$ cat src/rtl/e1_byte_mux.sv
// e1_byte_mux
//   Collects serial E1 tributary bits into bytes, one independent deserialiser
//   per channel, and multiplexes the finished bytes onto a single byte bus
//   feeding the TU-12 generator bank. A free-running scan pointer visits one
//   channel per clock; a channel with a pending byte is served when the
//   pointer lands on it.
//
//   Optional feature: define E1_BYTE_MUX_OVF_STATUS_EN to compile in the
//   sticky per-channel overflow flags. Without it ovf is tied to zero and
//   ovf_clr is ignored. Overwrite of an unserved byte happens either way.
//
// Ports
//   clk      rising-edge clock
//   rst      synchronous, active-high reset
//   e1_bit   [NCH] serial data, bit ch belongs to channel ch (first bit = MSB)
//   e1_vld   [NCH] per-channel bit strobe
//   ovf_clr  pulse clearing all sticky overflow flags
//   di_vld   strobe: one byte presented on oid/datain
//   oid      [5]   channel index of the byte
//   datain   [8]   byte payload
//   ovf      [NCH] sticky overflow flags
module e1_byte_mux #(
  parameter int NCH = 21
) (
  input  logic           clk,
  input  logic           rst,
  input  logic [NCH-1:0] e1_bit,
  input  logic [NCH-1:0] e1_vld,
  input  logic           ovf_clr,
  output logic           di_vld,
  output logic [4:0]     oid,
  output logic [7:0]     datain,
  output logic [NCH-1:0] ovf
);

  logic [7:0]     sh   [NCH];
  logic [2:0]     cnt  [NCH];
  logic [7:0]     hold [NCH];
  logic [NCH-1:0] pend;
  logic [4:0]     ptr;

  logic [NCH-1:0] done;
  logic [NCH-1:0] serve;
  logic [NCH-1:0] ovf_evt;
  logic [7:0]     hold_sel;
  logic           pend_sel;

  // A completion on a channel that is being served in the same cycle is not
  // an overflow: the old byte leaves on the bus while the new one is loaded.
  always_comb begin
    done     = '0;
    serve    = '0;
    ovf_evt  = '0;
    hold_sel = '0;
    pend_sel = 1'b0;
    for (int ch = 0; ch < NCH; ch++) begin
      done[ch]    = e1_vld[ch] && (cnt[ch] == 3'd7);
      serve[ch]   = pend[ch] && (ptr == 5'(ch));
      ovf_evt[ch] = done[ch] && pend[ch] && !serve[ch];
      if (ptr == 5'(ch)) begin
        hold_sel = hold[ch];
        pend_sel = pend[ch];
      end
    end
  end

  // Per-channel deserialisers and holding registers
  always_ff @(posedge clk) begin
    if (rst) begin
      for (int ch = 0; ch < NCH; ch++) begin
        sh[ch]   <= '0;
        cnt[ch]  <= '0;
        hold[ch] <= '0;
      end
      pend <= '0;
    end else begin
      for (int ch = 0; ch < NCH; ch++) begin
        if (e1_vld[ch]) begin
          sh[ch]  <= {sh[ch][6:0], e1_bit[ch]};
          cnt[ch] <= cnt[ch] + 3'd1;
        end
        if (done[ch]) begin
          hold[ch] <= {sh[ch][6:0], e1_bit[ch]};
          pend[ch] <= 1'b1;
        end else if (serve[ch]) begin
          pend[ch] <= 1'b0;
        end
      end
    end
  end

  // Scan pointer and registered output bus; oid/datain hold between bytes
  always_ff @(posedge clk) begin
    if (rst) begin
      ptr    <= '0;
      di_vld <= 1'b0;
      oid    <= '0;
      datain <= '0;
    end else begin
      ptr    <= (ptr == 5'(NCH - 1)) ? 5'd0 : ptr + 5'd1;
      di_vld <= pend_sel;
      if (pend_sel) begin
        oid    <= ptr;
        datain <= hold_sel;
      end
    end
  end

`ifdef E1_BYTE_MUX_OVF_STATUS_EN
  // Sticky flags: a new overflow wins over a simultaneous clear
  always_ff @(posedge clk) begin
    if (rst) begin
      ovf <= '0;
    end else begin
      for (int ch = 0; ch < NCH; ch++) begin
        if (ovf_evt[ch]) begin
          ovf[ch] <= 1'b1;
        end else if (ovf_clr) begin
          ovf[ch] <= 1'b0;
        end
      end
    end
  end
`else
  logic unused_ovf;
  assign unused_ovf = ^{ovf_clr, ovf_evt};
  assign ovf        = '0;
`endif

endmodule

$ cat config.mk
export PLATFORM = sky130hd
export DESIGN_NAME = e1_byte_mux
export DESIGN_NICKNAME = d
export VERILOG_FILES = /design/src/rtl/e1_byte_mux.sv
export SDC_FILE = /design/constraint.sdc
export NUM_CORES = 1
export LEC_CHECK = 0
export ABC_AREA = 1
export CORE_ASPECT_RATIO = 1.4
export CORE_MARGIN = 10
export CORE_UTILIZATION = 25
export CTS_CLUSTER_DIAMETER = 40
export DETAILED_ROUTE_END_ITERATION = 16
export DONT_BUFFER_PORTS = 1
export PLACE_DENSITY = 0.45
export SLEW_MARGIN = 40
export SYNTH_ARGS = -nofsm -noshare
export SYNTH_HDL_FRONTEND = slang
export SYNTH_SLANG_ARGS = --single-unit
$ cat constraint.sdc
create_clock -name clk -period 3.1 [get_ports clk]
set_input_delay 0.62 -clock clk [delete_from_list [all_inputs] [get_ports clk]]
set_output_delay 0.62 -clock clk [all_outputs]
set_load 0.005 [all_outputs]
# After elaboration in Yosys (flattened, before gate mapping)
# Memories as Yosys holds them, arrays and structs flattened.
# Cells that the tools add are included.
totals:
  reg_bits: 40
  ram_bits: 399
  in_bits: 45
  output_inout_bits: 35
  word_cells: 494
  n_memories: 3
op_classes:
  n_addsub: 22
  eq_ne: 41
  muxes: 275
  bitwise: 63
  reduce_logical: 65
memory_table:
  columns: ["name", "depth", "width", "read_ports", "rd_ports_with_merged_regs", "wr", "line_no", "source"]
  rows:
  - ["hold", 21, 8, 21, 0, 21, "38", "logic [7:0] hold [NCH];"]
  - ["sh", 21, 8, 21, 0, 21, "36", "logic [7:0] sh [NCH];"]
  - ["cnt", 21, 3, 21, 0, 21, "37", "logic [2:0] cnt [NCH];"]
ops:
  columns: ["op", "n"]
  rows:
  - ["two-way mux 8 bit", 63]
  - ["two-way mux 1 bit", 191]
  - ["adder 3 x 1 -> 3 bit (second input constant)", 21]
  - ["== test 3 bit (second input constant)", 21]
  - ["two-way mux 3 bit", 21]
  - ["OR 1 bit", 63]
  - ["logical AND 1 bit", 42]
  - ["nonzero test 2 bit", 21]
  - ["== test 5 x 4 -> 1 bit (second input constant)", 8]
  - ["== test 5 bit (second input constant)", 5]
  - ["== test 5 x 3 -> 1 bit (second input constant)", 4]
  - ["== test 5 x 2 -> 1 bit (second input constant)", 2]
  - ["adder 5 x 1 -> 5 bit (second input constant)", 1]
  - ["== test 5 x 1 -> 1 bit (second input constant)", 1]
  - ["zero test 5 bit", 1]
  - ["OR reduction 2 bit", 1]

# Logic depth before layout (Yosys ltp)
logic_depth:
  depth_word: 22
  mapped_depth: 30
  mapped_depth_nobuf: 30

# Least setup slack after synthesis
# No wires, ideal clock.
synth_timing:
  path_kind: "register -> register"
  from: "reg ptr[0]"
  to: "reg datain[7]"
  setup_ns: 0.117
  t_arrival_ns: 2.423
  required_ns: 2.983
  path_slack_ns: 0.560
  stages_incl_launch_ff: 31
  path_buffers: 1
  synth_period_minus_slack_ns: 2.540
  cell_sequence: "dfxtp_1 inv_1 ha_1 inv_1 nor2_1 nand2_2 nor2_4 nand2_1 nand2_1 nand3_1 nand3_1 nand2_1 nand2_1 nand2_1 nand3_1 nand3_1 nand3_1 nand2_1 nand3_1 nand3_1 nand3_1 nand3_1 nand3_1 nand2_1 nand2_1 nand2_1 nand2_2 inv_2 buf_6 nor2_1 nor2_1"
synth_between:
  elab_chain_cells: 22
  word_cells_on_any_way: 63
  cone_classes: "20 x eq/ne; 42 x mux; 1 x reduce/logical"
synth_rtl:
  columns: ["element", "line_no", "source"]
  rows:
  - ["start, declared", "40", "logic [4:0] ptr;"]
  - ["start signal, assigned", "100", "ptr <= (ptr == 5'(NCH - 1)) ? 5'd0 : ptr + 5'd1;"]
  - ["zero test 5 bit", "60", "if (ptr == 5'(ch)) begin"]
  - ["two-way mux 8 bit / two-way mux 1 bit (equally long branches) (21 in a row)", "60", null]
  - ["end signal, assigned", "104", "datain <= hold_sel;"]
  - ["end, declared", "32", "output logic [7:0] datain,"]
# Parallel ways exist; a longest one is shown, timed or not.
# A chain may end at the register's enable or synchronous reset.

# Worst setup path in the final report
layout_timing:
  from: "reg ptr[0]"
  to: "reg datain[3]"
# Same word-level chain as after synthesis.

==> impl_metrics.py <==
metrics = {
    "sta": {
        "setup_viol": 0,
        "totalNegativeSetupSlack_ns": 0,
        "skew_ns": 0.0124,
        "slew_headroom_pct": 63.9,
        "worst_pin_slew_ns": 0.538,
        "clock.fmax_mhz": 332,
        "slew_viol_final": 0,
        "report.final.hold_viol_count": 0,
        "rsz0062_at_grt": "yes",
        "finalHoldWorstSlack_ns": 0.181,
        "fin_ws_ns": 0.0887,
        "finalCritPeriodShare_pct": 97.1,
        "period_needed_ns": 3.01,
    },
    "synth": {
        "synth_most_common_cell": "nor2_1",
        "synth.top_cell.area_share_pct": 61.8,
        "ys_types": 30,
        "synth_top_cells_by_count": "nor2_1, edfxtp_1, nand2_1",
        "synthCells": 1825,
        "yosys_warnings": 0,
        "seq_area_frac_synth_pct": 66.2,
        "ys.flop_type": "edfxtp_1",
        "synth_seq_cells": 418,
        "synthArstFlopShare_pct": 0,
        "synthTopCellsByArea": "edfxtp_1, nor2_1, nand2_1, inv_1, dfxtp_1",
        "avgSynthCellArea_sq_um": 10.1,
        "synth_area_sq_um": 18400,
        "synth_edf_count": 378,
        "yosysTopAreaCell": "edfxtp_1",
    },
    "floorplanning": {
        "coreArea_sq_um": 72800,
        "io_pins": 80,
        "die_h_um": 341,
        "dieWidth_um": 249,
        "die_area_sq_um": 84900,
        "rows": 117,
        "start_util_pct": 25.2,
    },
    "setup_path": {
        "start_kind": "flop",
        "slowest_delay_ns": 0.37,
        "critPathKind": "reg -> reg",
        "cp.buffers_inverters": 4,
        "worstPathMaxFanout": 4,
        "end_kind": "flop",
        "worstPathArrival_ns": 3.45,
        "slowest_stage": "dfxtp_4",
        "cp_top_family": "simple AND/OR/NAND/NOR gates",
        "crit_required_ns": 3.54,
        "crit_path_frequent_cell": "nand2_1",
    },
    "placement": {
        "place_hpwl_um": 29000,
        "dpl_worst_slack_ns": -0.136,
        "io_buffers": 0,
        "dp.cells": 2791,
        "gp_congestion": 0.827,
    },
    "cts": {
        "clk_pin_slew_ns": 0.07,
        "cts_max_level": 2,
        "clock-sinks": 418,
        "holdBufCountCts": 0,
        "cts_root_buf": "clkbuf_16",
        "clock_path_buffers": 3,
        "insertion_delay_ns": 0.55,
        "cts-buffers-inserted": 42,
        "cts_tree": "yes",
    },
    "cells_and_area": {
        "final_nets": 1993,
        "final_cells": 2887,
        "nFillCells": 7457,
        "syn_to_final_growth_pct": 19.8,
        "drive_gt1_share_pct": 17.0,
        "antennaDiodeCount": 0,
    },
    "run_status": {
        "status": "finished, final reports clean",
    },
    "detailed_routing": {
        "via_per_inst": 4.00,
        "drtIter0Drc": 568,
        "firstDrtPassIters": 4,
        "drc": 0,
        "ant_nets": 0,
        "wirelength_um": 40900,
        "wl_per_cell_um": 14.2,
        "via_count": 11500,
    },
    "grt": {
        "grt_usage_pct": 9.36,
        "antenna_found_initial": 2,
        "grt_pass1_wl_um": 63900,
        "overflow": 0,
        "grt_max_degree": 67,
        "grt_pass1_vias": 11800,
    },
    "job": {
        "max_cap_violations": 0,
    },
    "power_and_ir_drop": {
        "powerDensity_nw_per_um2": 607,
        "leakagePower_nw": 9.14,
        "ir_drop_mv": 0.360,
    },
    "min_path": {
        "min_path_type": "in -> reg",
    },
}
metrics by stage:
| step | util (%) | instance area, sq um | total power [mW] |
|---|---|---|---|
| 5_1_grt | 30.2 | 22000 | 13.9 |
| 4_1_cts | 29.4 | 21400 | 13.4 |
| 2_1_floorplan | - | 18400 | 7.29 |
| 6_report | 30.2 | 22000 | 13.4 |
| 3_3_place_gp | 27.1 | 19700 | 7.60 |
| 3_5_place_dp | 27.1 | 19700 | 7.62 |
power breakdown:
group | leakage [nW] | internal, mW | total (mW) | switching (mW)
logic | 4.01 | 0.348 | 1.04 | 0.688
clock network | 0.748 | 3.44 | 5.71 | 2.27
registers | 4.38 | 6.48 | 6.62 | 0.138
flip-flops by register name, summed over array words and instances, names as in the netlist:
register / count
pend: 21
hold: 168
oid: 5
ptr: 5
cnt: 63
datain: 8
sh: 147
di_vld: 1
kinds of logic after synthesis:
| group | Yosys count | synth area share (%) |
|---|---|---|
| and+or+nand+nor | 899 | 20.0 |
| DFF | 418 | 66.2 |
| buffers and inverters | 396 | 8.63 |
| AOI/OAI and AO/OA | 64 | 1.94 |
| adders and majority gates | 47 | 3.20 |
| other | 1 | 0.0204 |
area by class of cell:
class                   instances  area [sq um]  area share, %
clock buffers                  49          1140           5.19
well taps                     952          1190           5.41
multi-input cells            1032          5250           23.9
repair buffers                 64           534           2.43
inverters                     343          1310           5.95
clock inverters                29           418           1.90
flip-flops and latches        418         12200           55.3
layer usage:
metal / part of all wire, % / wire length (um) / vias up / track usage (%)
li1: - / - / 5888 / -
met1: 40 / 16300 / 5435 / 9.99
met2: 52 / 21400 / 142 / 17.5
met3: 4.8 / 1980 / 70 / 2.22
met4: 2.9 / 1190 / 2 / 3.54
met5: 0.024 / 10 / - / 0
path summary, 6_finish.rpt:
| path | from | to | slack, ns | cells after the start |
|---|---|---|---|---|
| min | rst | pend[18] | 0.18 | 1 |
| max reg2reg | ptr[0] | datain[3] | 0.09 | 30 |
| max | ptr[0] | datain[3] | 0.09 | 30 |
| min reg2reg | pend[15] | pend[15] | 0.47 | 2 |
cell usage in the layout (no fill, tap or decap), types with 5 or more instances in the layout:
cell          n
bufinv_16     9
dfxtp_1      37
or2_2        33
o211ai_1      5
nand3_2      49
clkinv_2      6
clkinvlp_4    6
inv_4         7
inv_1       298
or2_0         6
buf_6         9
inv_2        19
edfxtp_1    378
nor2_2        6
o21ai_0      28
conb_1       21
nor2_1      411
nand2_4       9
ha_1         43
nand2_2      34
nand3_1      34
nand4_1       8
clkinv_1     19
nor2_4        9
nand2_1     291
clkbuf_16    45
o31ai_1       8
o21ai_2      15
buf_4        53
what timing repair did:
item / CTS / global route
cloned: 0 / 1
pin swaps: 17 / 78
buffers inserted: 3 / 14
gates resized for setup: 40 / 138
endpoints found under the setup margin: 14 / 14
No activity file was read; power rests on OpenSTA's default activity.
